--- src/rtl/sdram_phase_pkg.sv ---
// Shared types and widths for the SDRAM clock-phase calibrator.
package sdram_phase_pkg;

  localparam int unsigned POS_W = 8;
  localparam int unsigned CNT_W = 32;

  typedef enum logic [3:0] {
    ST_IDLE   = 4'd0,
    ST_TRST   = 4'd1,
    ST_DWELL  = 4'd2,
    ST_SAMPLE = 4'd3,
    ST_STEP   = 4'd4,
    ST_SETTLE = 4'd5,
    ST_SCAN   = 4'd6,
    ST_MOVE   = 4'd7,
    ST_DONE   = 4'd8
  } sweep_state_e;

endpackage

--- src/rtl/sdram_phase_sweep_circ_run_scan.sv ---
// Serial longest-run finder over a circular map presented twice in index order.
module circ_run_scan
  import sdram_phase_pkg::*;
#(
  parameter int unsigned STEPS = 64
) (
  input  logic             clk,
  input  logic             rst_n,
  input  logic             clr,
  input  logic             en,
  input  logic             map_bit,
  input  logic [POS_W-1:0] idx,
  output logic [POS_W-1:0] best_start,
  output logic [POS_W-1:0] best_len
);

  localparam logic [POS_W-1:0] LEN_CAP   = POS_W'(STEPS);
  localparam logic [POS_W:0]   START_LIM = (POS_W + 1)'(STEPS);

  logic [POS_W-1:0] run_start_r;
  logic [POS_W-1:0] run_len_r;
  logic [POS_W-1:0] best_start_r;
  logic [POS_W-1:0] best_len_r;
  logic [POS_W-1:0] run_start_nxt_s;
  logic [POS_W-1:0] run_len_nxt_s;
  logic             take_s;

  // Extend or restart the current run and decide whether it beats the best so far
  always_comb begin
    run_start_nxt_s = run_start_r;
    run_len_nxt_s   = run_len_r;
    if (!map_bit) begin
      run_len_nxt_s = {POS_W{1'b0}};
    end else if (run_len_r == {POS_W{1'b0}}) begin
      run_start_nxt_s = idx;
      run_len_nxt_s   = 8'd1;
    end else if (run_len_r == LEN_CAP) begin
      run_len_nxt_s = LEN_CAP;
    end else begin
      run_len_nxt_s = run_len_r + 8'd1;
    end
    // Runs starting in the second lap are only repeats of first-lap runs
    take_s = (run_len_nxt_s > best_len_r) && ({1'b0, run_start_nxt_s} < START_LIM);
  end

  // Run and best-result registers
  always_ff @(posedge clk or negedge rst_n) begin
    if (!rst_n) begin
      run_start_r  <= {POS_W{1'b0}};
      run_len_r    <= {POS_W{1'b0}};
      best_start_r <= {POS_W{1'b0}};
      best_len_r   <= {POS_W{1'b0}};
    end else if (clr) begin
      run_start_r  <= {POS_W{1'b0}};
      run_len_r    <= {POS_W{1'b0}};
      best_start_r <= {POS_W{1'b0}};
      best_len_r   <= {POS_W{1'b0}};
    end else if (en) begin
      run_start_r <= run_start_nxt_s;
      run_len_r   <= run_len_nxt_s;
      if (take_s) begin
        best_start_r <= run_start_nxt_s;
        best_len_r   <= run_len_nxt_s;
      end
    end
  end

  assign best_start = best_start_r;
  assign best_len   = best_len_r;

endmodule

--- src/rtl/sdram_phase_sweep.sv ---
// Sweeps the SDRAM PLL output phase, grades each position with mem_tester and parks at the widest passing window's centre.
module sdram_phase_sweep
  import sdram_phase_pkg::*;
#(
  parameter int unsigned STEPS    = 64,
  parameter int unsigned DWELL    = 1048576,
  parameter int unsigned PULSE_W  = 4,
  parameter int unsigned SETTLE   = 256,
  parameter int unsigned RST_W    = 16,
  parameter int unsigned PASS_MIN = 1
) (
  input  logic             clk,
  input  logic             rst_n,
  input  logic             start,
  input  logic             pll_locked,
  input  logic [CNT_W-1:0] passcount,
  input  logic [CNT_W-1:0] failcount,
  output logic             phasedir,
  output logic             phasestep,
  output logic             phaseloadreg,
  output logic             tester_rst_n,
  output logic             busy,
  output logic             done,
  output logic             fail,
  output logic [STEPS-1:0] pass_map,
  output logic [POS_W-1:0] best_pos,
  output logic [POS_W-1:0] win_len,
  output logic [POS_W-1:0] cur_pos
);

  localparam int unsigned      LOG_S        = $clog2(STEPS);
  localparam logic [POS_W-1:0] POS_MASK     = POS_W'(STEPS - 1);
  localparam logic [POS_W-1:0] SCAN_LAST    = POS_W'(2 * STEPS - 1);
  localparam logic [CNT_W-1:0] RST_LAST     = CNT_W'(RST_W - 1);
  localparam logic [CNT_W-1:0] DWELL_LAST   = CNT_W'(DWELL - 1);
  localparam logic [CNT_W-1:0] PULSE_LAST   = CNT_W'(PULSE_W - 1);
  localparam logic [CNT_W-1:0] SETTLE_LAST  = CNT_W'(SETTLE - 1);
  localparam logic [CNT_W-1:0] PASS_MIN_C   = CNT_W'(PASS_MIN);

  sweep_state_e     state_r;
  logic [CNT_W-1:0] cnt_r;
  logic [POS_W-1:0] scan_idx_r;
  logic [POS_W-1:0] move_cnt_r;
  logic             move_mode_r;
  logic             move_init_r;
  logic             phasestep_r;
  logic             tester_rst_n_r;
  logic             busy_r;
  logic             done_r;
  logic             fail_r;
  logic [STEPS-1:0] pass_map_r;
  logic [POS_W-1:0] best_pos_r;
  logic [POS_W-1:0] win_len_r;
  logic [POS_W-1:0] cur_pos_r;

  logic             sample_pass_s;
  logic [POS_W-1:0] next_pos_s;
  logic             scan_clr_s;
  logic             scan_en_s;
  logic             scan_bit_s;
  logic [POS_W-1:0] best_start_s;
  logic [POS_W-1:0] best_len_s;
  logic [POS_W-1:0] centre_s;
  logic [POS_W-1:0] move_calc_s;

  // Position grading, wrap arithmetic and window-centre selection
  always_comb begin
    sample_pass_s = (failcount == {CNT_W{1'b0}}) && (passcount >= PASS_MIN_C);
    next_pos_s    = (cur_pos_r + 8'd1) & POS_MASK;
    scan_clr_s    = (state_r == ST_SAMPLE);
    scan_en_s     = (state_r == ST_SCAN);
    scan_bit_s    = pass_map_r[scan_idx_r[LOG_S-1:0]];
    if (best_len_s == {POS_W{1'b0}}) begin
      centre_s = {POS_W{1'b0}};
    end else begin
      centre_s = (best_start_s + {1'b0, best_len_s[POS_W-1:1]}) & POS_MASK;
    end
    move_calc_s = (centre_s - cur_pos_r) & POS_MASK;
  end

  circ_run_scan #(
    .STEPS (STEPS)
  ) u_scan (
    .clk        (clk),
    .rst_n      (rst_n),
    .clr        (scan_clr_s),
    .en         (scan_en_s),
    .map_bit    (scan_bit_s),
    .idx        (scan_idx_r),
    .best_start (best_start_s),
    .best_len   (best_len_s)
  );

  // Sweep sequencer with registered outputs
  always_ff @(posedge clk or negedge rst_n) begin
    if (!rst_n) begin
      state_r        <= ST_IDLE;
      cnt_r          <= {CNT_W{1'b0}};
      scan_idx_r     <= {POS_W{1'b0}};
      move_cnt_r     <= {POS_W{1'b0}};
      move_mode_r    <= 1'b0;
      move_init_r    <= 1'b0;
      phasestep_r    <= 1'b0;
      tester_rst_n_r <= 1'b0;
      busy_r         <= 1'b0;
      done_r         <= 1'b0;
      fail_r         <= 1'b0;
      pass_map_r     <= {STEPS{1'b0}};
      best_pos_r     <= {POS_W{1'b0}};
      win_len_r      <= {POS_W{1'b0}};
      cur_pos_r      <= {POS_W{1'b0}};
    end else begin
      case (state_r)
        ST_IDLE: begin
          if (start && pll_locked) begin
            done_r         <= 1'b0;
            fail_r         <= 1'b0;
            pass_map_r     <= {STEPS{1'b0}};
            cur_pos_r      <= {POS_W{1'b0}};
            busy_r         <= 1'b1;
            tester_rst_n_r <= 1'b0;
            cnt_r          <= {CNT_W{1'b0}};
            move_mode_r    <= 1'b0;
            state_r        <= ST_TRST;
          end
        end
        ST_TRST: begin
          if (cnt_r == RST_LAST) begin
            tester_rst_n_r <= 1'b1;
            cnt_r          <= {CNT_W{1'b0}};
            state_r        <= ST_DWELL;
          end else begin
            cnt_r <= cnt_r + 32'd1;
          end
        end
        ST_DWELL: begin
          // Lost lock invalidates the test; rerun this position from reset
          if (!pll_locked) begin
            tester_rst_n_r <= 1'b0;
            cnt_r          <= {CNT_W{1'b0}};
            state_r        <= ST_TRST;
          end else if (cnt_r == DWELL_LAST) begin
            cnt_r   <= {CNT_W{1'b0}};
            state_r <= ST_SAMPLE;
          end else begin
            cnt_r <= cnt_r + 32'd1;
          end
        end
        ST_SAMPLE: begin
          pass_map_r[cur_pos_r[LOG_S-1:0]] <= sample_pass_s;
          if (cur_pos_r == POS_MASK) begin
            tester_rst_n_r <= 1'b0;
            scan_idx_r     <= {POS_W{1'b0}};
            state_r        <= ST_SCAN;
          end else begin
            phasestep_r <= 1'b1;
            cnt_r       <= {CNT_W{1'b0}};
            move_mode_r <= 1'b0;
            state_r     <= ST_STEP;
          end
        end
        ST_STEP: begin
          if (cnt_r == PULSE_LAST) begin
            phasestep_r <= 1'b0;
            cur_pos_r   <= next_pos_s;
            cnt_r       <= {CNT_W{1'b0}};
            state_r     <= ST_SETTLE;
          end else begin
            cnt_r <= cnt_r + 32'd1;
          end
        end
        ST_SETTLE: begin
          if (cnt_r != SETTLE_LAST) begin
            cnt_r <= cnt_r + 32'd1;
          end else if (pll_locked) begin
            cnt_r <= {CNT_W{1'b0}};
            if (move_mode_r) begin
              move_cnt_r <= move_cnt_r - 8'd1;
              state_r    <= ST_MOVE;
            end else begin
              tester_rst_n_r <= 1'b0;
              state_r        <= ST_TRST;
            end
          end
        end
        ST_SCAN: begin
          if (scan_idx_r == SCAN_LAST) begin
            move_init_r <= 1'b1;
            state_r     <= ST_MOVE;
          end else begin
            scan_idx_r <= scan_idx_r + 8'd1;
          end
        end
        ST_MOVE: begin
          // First cycle latches the scan result once the last index has settled
          if (move_init_r) begin
            move_init_r <= 1'b0;
            win_len_r   <= best_len_s;
            best_pos_r  <= centre_s;
            fail_r      <= (best_len_s == {POS_W{1'b0}});
            move_cnt_r  <= move_calc_s;
          end else if (move_cnt_r == {POS_W{1'b0}}) begin
            state_r <= ST_DONE;
          end else begin
            phasestep_r <= 1'b1;
            cnt_r       <= {CNT_W{1'b0}};
            move_mode_r <= 1'b1;
            state_r     <= ST_STEP;
          end
        end
        ST_DONE: begin
          tester_rst_n_r <= 1'b1;
          busy_r         <= 1'b0;
          done_r         <= 1'b1;
          move_mode_r    <= 1'b0;
          state_r        <= ST_IDLE;
        end
        default: begin
          state_r <= ST_IDLE;
        end
      endcase
    end
  end

  assign phasedir     = 1'b0;
  assign phaseloadreg = 1'b0;
  assign phasestep    = phasestep_r;
  assign tester_rst_n = tester_rst_n_r;
  assign busy         = busy_r;
  assign done         = done_r;
  assign fail         = fail_r;
  assign pass_map     = pass_map_r;
  assign best_pos     = best_pos_r;
  assign win_len      = win_len_r;
  assign cur_pos      = cur_pos_r;

endmodule

--- config.mk ---
export PLATFORM = sky130hd
export DESIGN_NAME = sdram_phase_sweep
export DESIGN_NICKNAME = d
export VERILOG_FILES = /design/src/rtl/sdram_phase_pkg.sv /design/src/rtl/sdram_phase_sweep_circ_run_scan.sv /design/src/rtl/sdram_phase_sweep.sv
export SDC_FILE = /design/constraint.sdc
export NUM_CORES = 1
export LEC_CHECK = 0
export ABC_AREA = 0
export CORE_AREA = 2 2 140 142
export DETAILED_ROUTE_END_ITERATION = 10
export DIE_AREA = 0 0 142 144
export PLACE_DENSITY = 0.9
export SKIP_LAST_GASP = 1
export SLEW_MARGIN = 40
export SYNTH_ARGS = -nofsm -noshare
export SYNTH_HDL_FRONTEND = slang
export SYNTH_HIERARCHICAL = 1
export SYNTH_SLANG_ARGS = --single-unit
--- constraint.sdc ---
create_clock -name clk -period 5.4 [get_ports clk]
set_clock_uncertainty 0.05 [all_clocks]
set_input_delay 1.08 -clock clk [delete_from_list [all_inputs] [get_ports clk]]
set_output_delay 1.08 -clock clk [all_outputs]
set_load 0.1 [all_outputs]
==> metrics.md, run 1 <==
| Metric | Value |
|---|---|
| Boundary pin count | 163 |
| Worst r2r src | scan_idx_r[0]$_DFFE_PN0P_ |
| Worst-path clk slew | 0.07 ns |
| RSZ-0062 raised after global routing | no |
| Worst hold endpoint | win_len[0]$_DFFE_PN0P_ |
| # clock sinks | 173 |
| RR Endpoint | u_scan/best_start[5]$_DFFE_PN0P_ |
| Met2 wire len | ~14000 um |
| Residual DRC | 0 |
| Post-Route M1 WL | 11380 um |
| Area of the multi-input gates | between 5000 and 6000 um2 |
| Hold Startpoint | win_len[0]$_DFFE_PN0P_ |
| WP data required | roughly 5.7 ns |
| Max IR drop VDD | 0.2272 mV |
| Post-CTS resize count | 0 |
| Clk_lat worst skew | 0.44 ns |
| Fin. Hold Viols | 0 |
| CTS tree | done |
| Routed vias | 9215 |
| Commonest cells after routing, fill and taps aside | 173 x dfrtp_1, 94 x nor2_1, 91 x nand2_1 |
| Layout cells sized above 1 | 15.87% |
| Core area | 19080 um2 |
| Hold Path Class | register to register |
| Final worst path period share | a little under nine tenths |
| Crit path from | scan_idx_r[0]$_DFFE_PN0P_ |
| Post-Synthesis Cells | between 1000 and 1500 |
| Antenna diodes | 0 |
| Routed WL per cell | 19.59 um |
| Most numerous cell on the critical path | mux4_2 |
| Critical path launch point type | register |
| DPL Wire Length | 19770 um |
| Routability congestion estimate | ~0.88 |
| Post-route cell area | between 10000 and 15000 um2 |
| Commonest non-fill, non-tap cell in the layout | dfrtp_1 |
| Post-synthesis cell area | 10180 um2 |
| R2R Setup Slk | 0.74 ns |
| Achievable Freq | 0.2148 GHz |
| Vias in the first global route | 8856 |
| Least-Margin Pin Slew | ~0.85 ns |
| Slew margin rel. | between 40% and 50% |
| Pin count of the biggest net entering global routing | 94 |
| Highest metal used | met4 |
| CTS Root Cell | clkbuf_16 |
| Row count | 51 |
| PwrDens | between 200 and 250 nW/um2 |
| First-pass GRT wire length | about 46000 um |
| R2R depth | 12 |
| GRT overflow | 0 |
| Sequential Area | 4329 um2 |
| Die Ht | between 100 and 150 um |
| Layout area overhead | 18.10% |
| Nets@finish | between 1000 and 1500 |
| Slowest cell delay on critical path | around 0.55 ns |
| Postcts setup bufs | 0 |
| Slew Viols, Final | 0 |
| Setup_tns | 0 ns |
| Placement Cell Area | approximately 11000 um2 |
| Final cell count without fillers | 1435 |
| Full die area | between 20000 and 25000 um2 |
| LEAKAGE | 5.347 nW |
| Initial antenna violation count | 0 |
| H-tree Lvls | 4 |
| Via density | 6.422 |
| DRT Pass-1 Iters | 5 |
| DIE WIDTH | between 100 and 150 um |
| Hold buffer count at cts | 0 |
| Cts bufs inserted | 17 |
| Max cap viols | 0 |
| Initial DRC count | about 1100 |
| Cells after DPL | around 1400 |
| Syn avg cell area | 9.536 um2 |
| IO buf count | 156 |
| Crit. End Element | register |
| Longest Clk Path Bufs | 2 |
| Post-route ant nets | 0 |
| Critical Path AT | 4.92 ns |
| Slowest-stage cell, CP | mux4_2 |
| Crit-path cells | buf_4 -> mux4_2 -> mux4_2 -> mux4_2 -> a21bo_1 -> nor2_1 -> ha_1 -> nor2b_1 -> o211ai_1 -> a21oi_1 -> o311ai_2 -> mux2_2 |
| Starting density of the core | between 50% and 60% |
| Yosys warning total | 6 |
| Critical path class | register to register |
| Wirelength, routed | 28110 um |
| Tot GR Track Use | 28.47% |
| CP max FO | 17 |
| Setup violations, final | 0 |
| Min Tclk post-route | 4.656 ns |
| Outcome | complete, no violations |
| Met3 Routed Length | 2279 um |
| Worst Hold Depth | 2 |
| Layout fillers | 1478 |
through the flow:
step                      power [mW]  worst slack, ns  utilization, %  hold slack (ns)
after CTS                      2.708           0.7735           62.88           0.4265
final                          2.692           0.7445           63.04           0.4229
after floorplan                1.345            1.015               -           0.4246
after detailed placement       1.422           0.8079           59.64           0.4098
after global routing           2.771           0.5089           63.04           0.4459
after global placement         1.420           0.9656           61.93           0.4095
worst max path at each step:
stage / end
CTS: u_scan/best_start[5]$_DFFE_PN0P_
finish: u_scan/best_start[5]$_DFFE_PN0P_
global placement: u_scan/best_start[1]$_DFFE_PN0P_
global route: u_scan/best_start[0]$_DFFE_PN0P_
floorplan: u_scan/best_len[4]$_DFFE_PN0P_
detailed placement: u_scan/best_start[5]$_DFFE_PN0P_
flip-flops by register name, indices dropped and copies added (netlist names), 4 cells and up:
signal,cells
cur_pos,6
u_scan/best_len,8
u_scan/best_start,6
win_len,8
scan_idx_r,8
move_cnt_r,8
best_pos,6
cnt_r,32
state_r,4
u_scan/run_start_r,8
pass_map,64
u_scan/run_len_r,8
worst max-delay path: cells and delay by family, from the launching register on:
family / cells / cell delay (ns)
buf+inv: 1 / 0.35
flops: 1 / 0.51
compound gates: 4 / 1.11
simple gates: 2 / 0.23
mux: 4 / 1.98
fa+ha+maj: 1 / 0.30
report_power, final:
group	total (mW)	internal [mW]	switching, mW
clock	1.29	0.749	0.546
combinational	0.102	0.0471	0.0551
sequential	1.30	1.30	0.000000000809
layer usage:
| layer | GRT usage (%) | vias to the layer above |
|---|---|---|
| met5 | 0 | - |
| met4 | 9.316 | 0 |
| met3 | 5.629 | 58 |
| met2 | 46.81 | 484 |
| met1 | 38.24 | 4505 |
| li1 | - | 4168 |
cell type report:
class | count | area share, %
sequential | 173 | 35.99
clock buffer | 18 | 3.651
inverter | 42 | 1.311
multi-input combinational | 785 | 45.04
timing repair buffer | 165 | 10.04
clock inverter | 14 | 1.488
tap | 238 | 2.476
Power figures use the tool's default switching activity.
==> inputs of run 2 (changes only) <==
--- a/config.mk
+++ b/config.mk
@@ -6,10 +6,10 @@
 export NUM_CORES = 1
 export LEC_CHECK = 0
 export ABC_AREA = 0
-export CORE_AREA = 2 2 140 142
+export CORE_AREA = 2 2 167 120
 export DETAILED_ROUTE_END_ITERATION = 10
-export DIE_AREA = 0 0 142 144
-export PLACE_DENSITY = 0.9
+export DIE_AREA = 0 0 169 122
+export PLACE_DENSITY = 0.89
 export SKIP_LAST_GASP = 1
 export SLEW_MARGIN = 40
 export SYNTH_ARGS = -nofsm -noshare
==> metrics.md, run 2 (same netlist as run 1, synthesis figures left out) <==
| Metric | Value |
|---|---|
| Cts bufs inserted | 17 |
| Comb power frac | 3.7% |
| Number of flip-flops in the largest register | 64 |
| Via density | 6.376 |
| Initial antenna violation count | 0 |
| # clock sinks | 173 |
| Full die area | 20620 um2 |
| Boundary pin count | 163 |
| Post-CTS resize count | 0 |
| Post-route ant nets | 0 |
| Hold buffer count at cts | 0 |
| PwrDens | 220.6 nW/um2 |
| Wirelength, routed | 28490 um |
| Sw frac | a little under a quarter |
| LEAKAGE | 5.317 nW |
| Commonest non-fill, non-tap cell in the layout | dfrtp_1 |
| DPL Wire Length | a little over 20000 um |
| Longest Clk Path Bufs | 2 |
| Critical path class | register to register |
| R2R depth | 11 |
| Commonest cells after routing, fill and taps aside | 173 x dfrtp_1, 94 x nor2_1, 91 x nand2_1 |
| Final worst path period share | 84.16% |
| Postcts setup bufs | 0 |
| H-tree Lvls | 4 |
| Slew margin rel. | 43.67% |
| Sequential share of power | 48.9% |
| RSZ-0062 raised after global routing | no |
| Slowest cell delay on critical path | roughly 0.89 ns |
| Outcome | complete, no violations |
| Sw Pwr | about 600 uW |
| R2R Setup Slk | approximately 0.86 ns |
| WP data required | 5.66 ns |
| Crit. End Element | register |
| Max IR drop VDD | 0.1861 mV |
| Die Ht | 122 um |
| Achievable Freq | about 0.22 GHz |
| Core Util, Final | 62.28% |
| Pin count of the biggest net entering global routing | 91 |
| Least-Margin Pin Slew | 0.8449 ns |
| Layout area overhead | 17.78% |
| Final cell count without fillers | 1442 |
| First-pass GRT wire length | 46600 um |
| Worst-path clk slew | ~0.07 ns |
| Worst r2r src | scan_idx_r[1]$_DFFE_PN0P_ |
| Initial DRC count | 1196 |
| RR Endpoint | u_scan/best_start[5]$_DFFE_PN0P_ |
| Hold Path Class | register to register |
| Starting density of the core | 52.88% |
| IO buf count | 156 |
| Fin. Hold Viols | 0 |
| Hold Startpoint | win_len[5]$_DFFE_PN0P_ |
| CP max FO | 21 |
| Routability congestion estimate | 0.9405 |
| Vias in the first global route | 8674 |
| Core area | ~19000 um2 |
| Nets@finish | 1278 |
| Cell Int Power | 2.045 mW |
| Worst hold endpoint | win_len[5]$_DFFE_PN0P_ |
| Slowest-stage cell, CP | dfrtp_1 |
| Max cap viols | 0 |
| Layout cells sized above 1 | 15.73% |
| Critical Path AT | 4.81 ns |
| Critical path launch point type | register |
| Clk pwr share | 47.3% |
| Setup violations, final | 0 |
| Worst Hold Depth | 2 |
| DRT Pass-1 Iters | 5 |
| CTS tree | done |
| Routed vias | about 9000 |
| Residual DRC | 0 |
| Most numerous cell on the critical path | mux4_2 |
| Cells after DPL | 1411 |
| DIE WIDTH | 169 um |
| Crit-path cells | mux4_2 -> mux4_2 -> mux4_2 -> a21bo_1 -> nor2_1 -> ha_1 -> nor2b_1 -> o211ai_1 -> a21oi_1 -> o311ai_2 -> mux2_2 |
| Clk_lat worst skew | 0.43 ns |
| Tot GR Track Use | 28.51% |
| Min Tclk post-route | 4.545 ns |
| Setup_tns | 0 ns |
| Row count | 43 |
| Routed WL per cell | 19.75 um |
| CTS Root Cell | clkbuf_16 |
| Slew Viols, Final | 0 |
| Antenna diodes | 0 |
| GRT overflow | 0 |
## run 2: worst max-delay path: cells and delay by family (launching register included)
family	cells	cell delay (ns)
adders and majority gates	1	0.30
muxes	4	1.84
and+or+nand+nor	2	0.23
DFF	1	0.89
AOI/OAI and AO/OA	4	1.10
## run 2: per-stage QoR
step | area, um2 | power, mW | worst slack (ns) | hold WS (ns)
finish | 12000 | 2.646 | 0.8555 | 0.4214
global route | 12000 | 2.719 | 0.6490 | 0.4610
CTS | 11990 | 2.658 | 0.9353 | 0.4245
detailed placement | 11390 | 1.420 | 0.9489 | 0.4089
global placement | 11830 | 1.418 | 1.126 | 0.4078
floorplan | 10200 | 1.345 | 1.015 | 0.4246
## run 2: how the worst max path moves through the flow
stage                                    startpoint                               end  slack, ns
after floorplan           scan_idx_r[0]$_DFFE_PN0P_    u_scan/best_len[4]$_DFFE_PN0P_       1.02
after detailed placement  scan_idx_r[0]$_DFFE_PN0P_  u_scan/best_start[5]$_DFFE_PN0P_       0.95
final                     scan_idx_r[1]$_DFFE_PN0P_  u_scan/best_start[5]$_DFFE_PN0P_       0.86
after CTS                 scan_idx_r[1]$_DFFE_PN0P_  u_scan/best_start[5]$_DFFE_PN0P_       0.94
after global routing      scan_idx_r[1]$_DFFE_PN0P_  u_scan/best_start[5]$_DFFE_PN0P_       0.65
after global placement    scan_idx_r[0]$_DFFE_PN0P_  u_scan/best_start[4]$_DFFE_PN0P_       1.13
## run 2: layout make-up
| type | count | area [um2] |
|---|---|---|
| fillers | 1517 | 7266 |
| multi-input cells | 785 | 5423 |
| flip-flops and latches | 173 | 4329 |
| repair buffers | 164 | 1180 |
| clock buffers | 19 | 442.9 |
| well taps | 247 | 309.0 |
| inverters | 42 | 157.7 |
| clock inverters | 12 | 153.9 |
## run 2: power groups by stage
stage               Clock (mW)  Sequential [mW]  Combinational, mW
detailed placement           0             1.32             0.0996
floorplan                    0             1.32             0.0249
global placement             0             1.32             0.0984
CTS                       1.26             1.30              0.100
finish                    1.25             1.30             0.0982
global route              1.32             1.29              0.107
## run 2: metal layers
metal  wire length (um)  vias to the layer above  track usage, %
met5                  0                        -               0
met4                440                        0           6.891
met3               2971                       52           7.700
met2              12520                      486           41.98
met1              12550                     4474           42.07
li1                   -                     4182               -
==> inputs of run 3 (changes only) <==
--- a/config.mk
+++ b/config.mk
@@ -6,10 +6,10 @@
 export NUM_CORES = 1
 export LEC_CHECK = 0
 export ABC_AREA = 0
-export CORE_AREA = 2 2 167 120
+export CORE_AREA = 2 2 176 127
 export DETAILED_ROUTE_END_ITERATION = 10
-export DIE_AREA = 0 0 169 122
-export PLACE_DENSITY = 0.89
+export DIE_AREA = 0 0 178 129
+export PLACE_DENSITY = 0.85
 export SKIP_LAST_GASP = 1
 export SLEW_MARGIN = 40
 export SYNTH_ARGS = -nofsm -noshare
==> constraint.sdc (replaced) <==
create_clock -name clk -period 3.84 [get_ports clk]
set_clock_uncertainty 0.05 [all_clocks]
set_input_delay 0.768 -clock clk [delete_from_list [all_inputs] [get_ports clk]]
set_output_delay 0.768 -clock clk [all_outputs]
set_load 0.1 [all_outputs]
==> metrics.md, run 3 (same netlist as run 1, synthesis figures left out) <==
| Metric | Value |
|---|---|
| Critical Path AT | about 4.3 ns |
| Wirelength, routed | 29800 um |
| Layout cells sized above 1 | 23.80% |
| Initial DRC count | roughly 1100 |
| Via density | 6.150 |
| Pin count of the biggest net entering global routing | 70 |
| Slew margin rel. | 51.09% |
| Row count | 45 |
| CP max FO | 6 |
| Placement Cell Area | 11790 um2 |
| Sequential Area | 4410 um2 |
| CTS tree | done |
| Highest metal used | met4 |
| Critical path launch point type | register |
| Residual DRC | 0 |
| Antenna diodes | 0 |
| Nets@finish | approximately 1300 |
| Post-Route M1 WL | about 13000 um |
| Hold Path Class | input pin to async pin |
| RSZ-0062 raised after global routing | yes |
| Hold buffer count at cts | 0 |
| Max cap viols | 0 |
| Slowest cell delay on critical path | 0.56 ns |
| Crit-path cells | buf_8 -> mux4_2 -> mux4_2 -> mux4_2 -> a21bo_4 -> nor2_4 -> ha_4 -> nor2b_1 -> o211ai_1 -> a21oi_2 -> buf_4 -> o311a_4 -> mux2_4 |
| Layout area overhead | 22.08% |
| Layout fillers | roughly 1700 |
| Commonest non-fill, non-tap cell in the layout | dfrtp_1 |
| Routed vias | 9305 |
| Core area | 21230 um2 |
| IO buf count | between 150 and 200 |
| First-pass GRT wire length | 47580 um |
| Full die area | roughly 23000 um2 |
| PwrDens | 292.2 nW/um2 |
| Slew Viols, Final | 0 |
| Routability congestion estimate | 0.9495 |
| Met2 wire len | about 13000 um |
| Starting density of the core | between 40 and 50% |
| Number of flip-flops in the largest register | 64 |
| Critical path class | register to register |
| Final worst path period share | 105.1% |
| Clk_lat worst skew | 0.44 ns |
| Crit. End Element | register |
| Routed WL per cell | about 20 um |
| Die Ht | 129 um |
| Setup violations, final | 14 |
| GRT overflow | 0 |
| Boundary pin count | 163 |
| Most numerous cell on the critical path | mux4_2 |
| R2R depth | 13 |
| RR Endpoint | u_scan/best_len[4]$_DFFE_PN0P_ |
| DPL Wire Length | 21210 um |
| Fin. Hold Viols | 0 |
| Max IR drop VDD | 0.2922 mV |
| Slowest-stage cell, CP | mux4_2 |
| Achievable Freq | 0.2478 GHz |
| Post-route cell area | 12430 um2 |
| Worst-path clk slew | roughly 0.080 ns |
| Post-route ant nets | 0 |
| Longest Clk Path Bufs | 2 |
| CTS Root Cell | clkbuf_16 |
| LEAKAGE | approximately 5.4 nW |
| # clock sinks | 173 |
| Met3 Routed Length | 2822 um |
| Worst r2r src | scan_idx_r[0]$_DFFE_PN0P_ |
| WHS | 0.2640 ns |
| Area of the multi-input gates | 5475 um2 |
| Outcome | finished, violations left |
| WP data required | 4.11 ns |
| Vias in the first global route | ~8600 |
| DIE WIDTH | 178 um |
| Min Tclk post-route | around 4.0 ns |
| H-tree Lvls | 4 |
| R2R Setup Slk | -0.19 ns |
| Cts bufs inserted | 17 |
| Worst Slack Setup Final | -0.1950 ns |
| Tot GR Track Use | 26.73% |
| CP Capture Point | u_scan/best_len[4]$_DFFE_PN0P_ |
| Least-Margin Pin Slew | 0.7337 ns |
| Initial antenna violation count | 0 |
| Crit path from | scan_idx_r[0]$_DFFE_PN0P_ |
| Failing checks | setup timing |
| Commonest cells after routing, fill and taps aside | 108 x dfrtp_1, 91 x nor2_1, 91 x nand2_1 |
| DRT Pass-1 Iters | 6 |
-- run 3: changes by cell type in the layout (fill, tap and decap cells not counted), moves of 5 or more --
cell	change
buf_4	+37
mux2_4	+5
mux2_2	-5
dfrtp_1	-65
buf_2	-6
dfrtp_2	+65
-- run 3: how the worst min path moves through the flow --
stage / start / end / cells after the start
global route: rst_n / u_scan/run_len_r[2]$_DFFE_PN0P_ / 1
CTS: rst_n / u_scan/run_len_r[2]$_DFFE_PN0P_ / 1
global placement: win_len[3]$_DFFE_PN0P_ / win_len[3]$_DFFE_PN0P_ / 2
detailed placement: best_pos[0]$_DFFE_PN0P_ / best_pos[0]$_DFFE_PN0P_ / 2
finish: rst_n / u_scan/run_len_r[2]$_DFFE_PN0P_ / 1
floorplan: rst_n / best_pos[0]$_DFFE_PN0P_ / 0
-- run 3: per-stage QoR --
stage	setup WS [ns]	setup TNS, ns	cells	util (%)	power, mW
final	-0.1950	-2.527	1513	58.57	3.634
after global routing	-0.3218	-4.064	1513	58.57	3.749
after CTS	-0.1637	-2.047	1515	58.65	3.647
after detailed placement	-0.2085	-2.779	1478	55.56	2.000
after global placement	-0.08798	-1.020	1478	57.52	1.998
after floorplan	-0.1947	-1.316	1073	-	1.891
-- run 3: timing repair --
item                       CTS  global route
setup buffers                4             1
setup endpoints to repair   14            14
hold endpoints to repair     0             0
resized for setup           12             7
gates cloned                 1             0
pin swaps                    1             4
-- run 3: layer usage --
layer  up-vias  global-route usage, %
li1       4240                      -
met1      4527                  40.16
met2       492                  39.17
met3        46                  5.822
met4         0                  6.847
met5         -                      0
-- run 3: final cells by class --
class / instances / area share (%)
inverters: 42 / 1.268
flip-flops and latches: 173 / 35.47
repair buffers: 199 / 11.93
clock buffers: 18 / 3.452
clock inverters: 14 / 1.006
well taps: 282 / 2.838
multi-input cells: 785 / 44.04
-- run 3: critical path, delay by kind of cell (launching register included) --
family,cells,cell delay [ns]
adder cells (fa/ha/maj),1,0.21
buffers and inverters,2,0.28
AND/OR/NAND/NOR,2,0.17
flip-flops,1,0.40
multiplexers,4,1.89
AO/OA/AOI/OAI,4,0.90
-- run 3: report_power, final --
group / switching (mW) / internal [mW] / leakage (nW)
sequential: 0.00000000106 / 1.82 / 2.24
combinational: 0.0776 / 0.0651 / 2.90
clock: 0.814 / 0.857 / 0.271
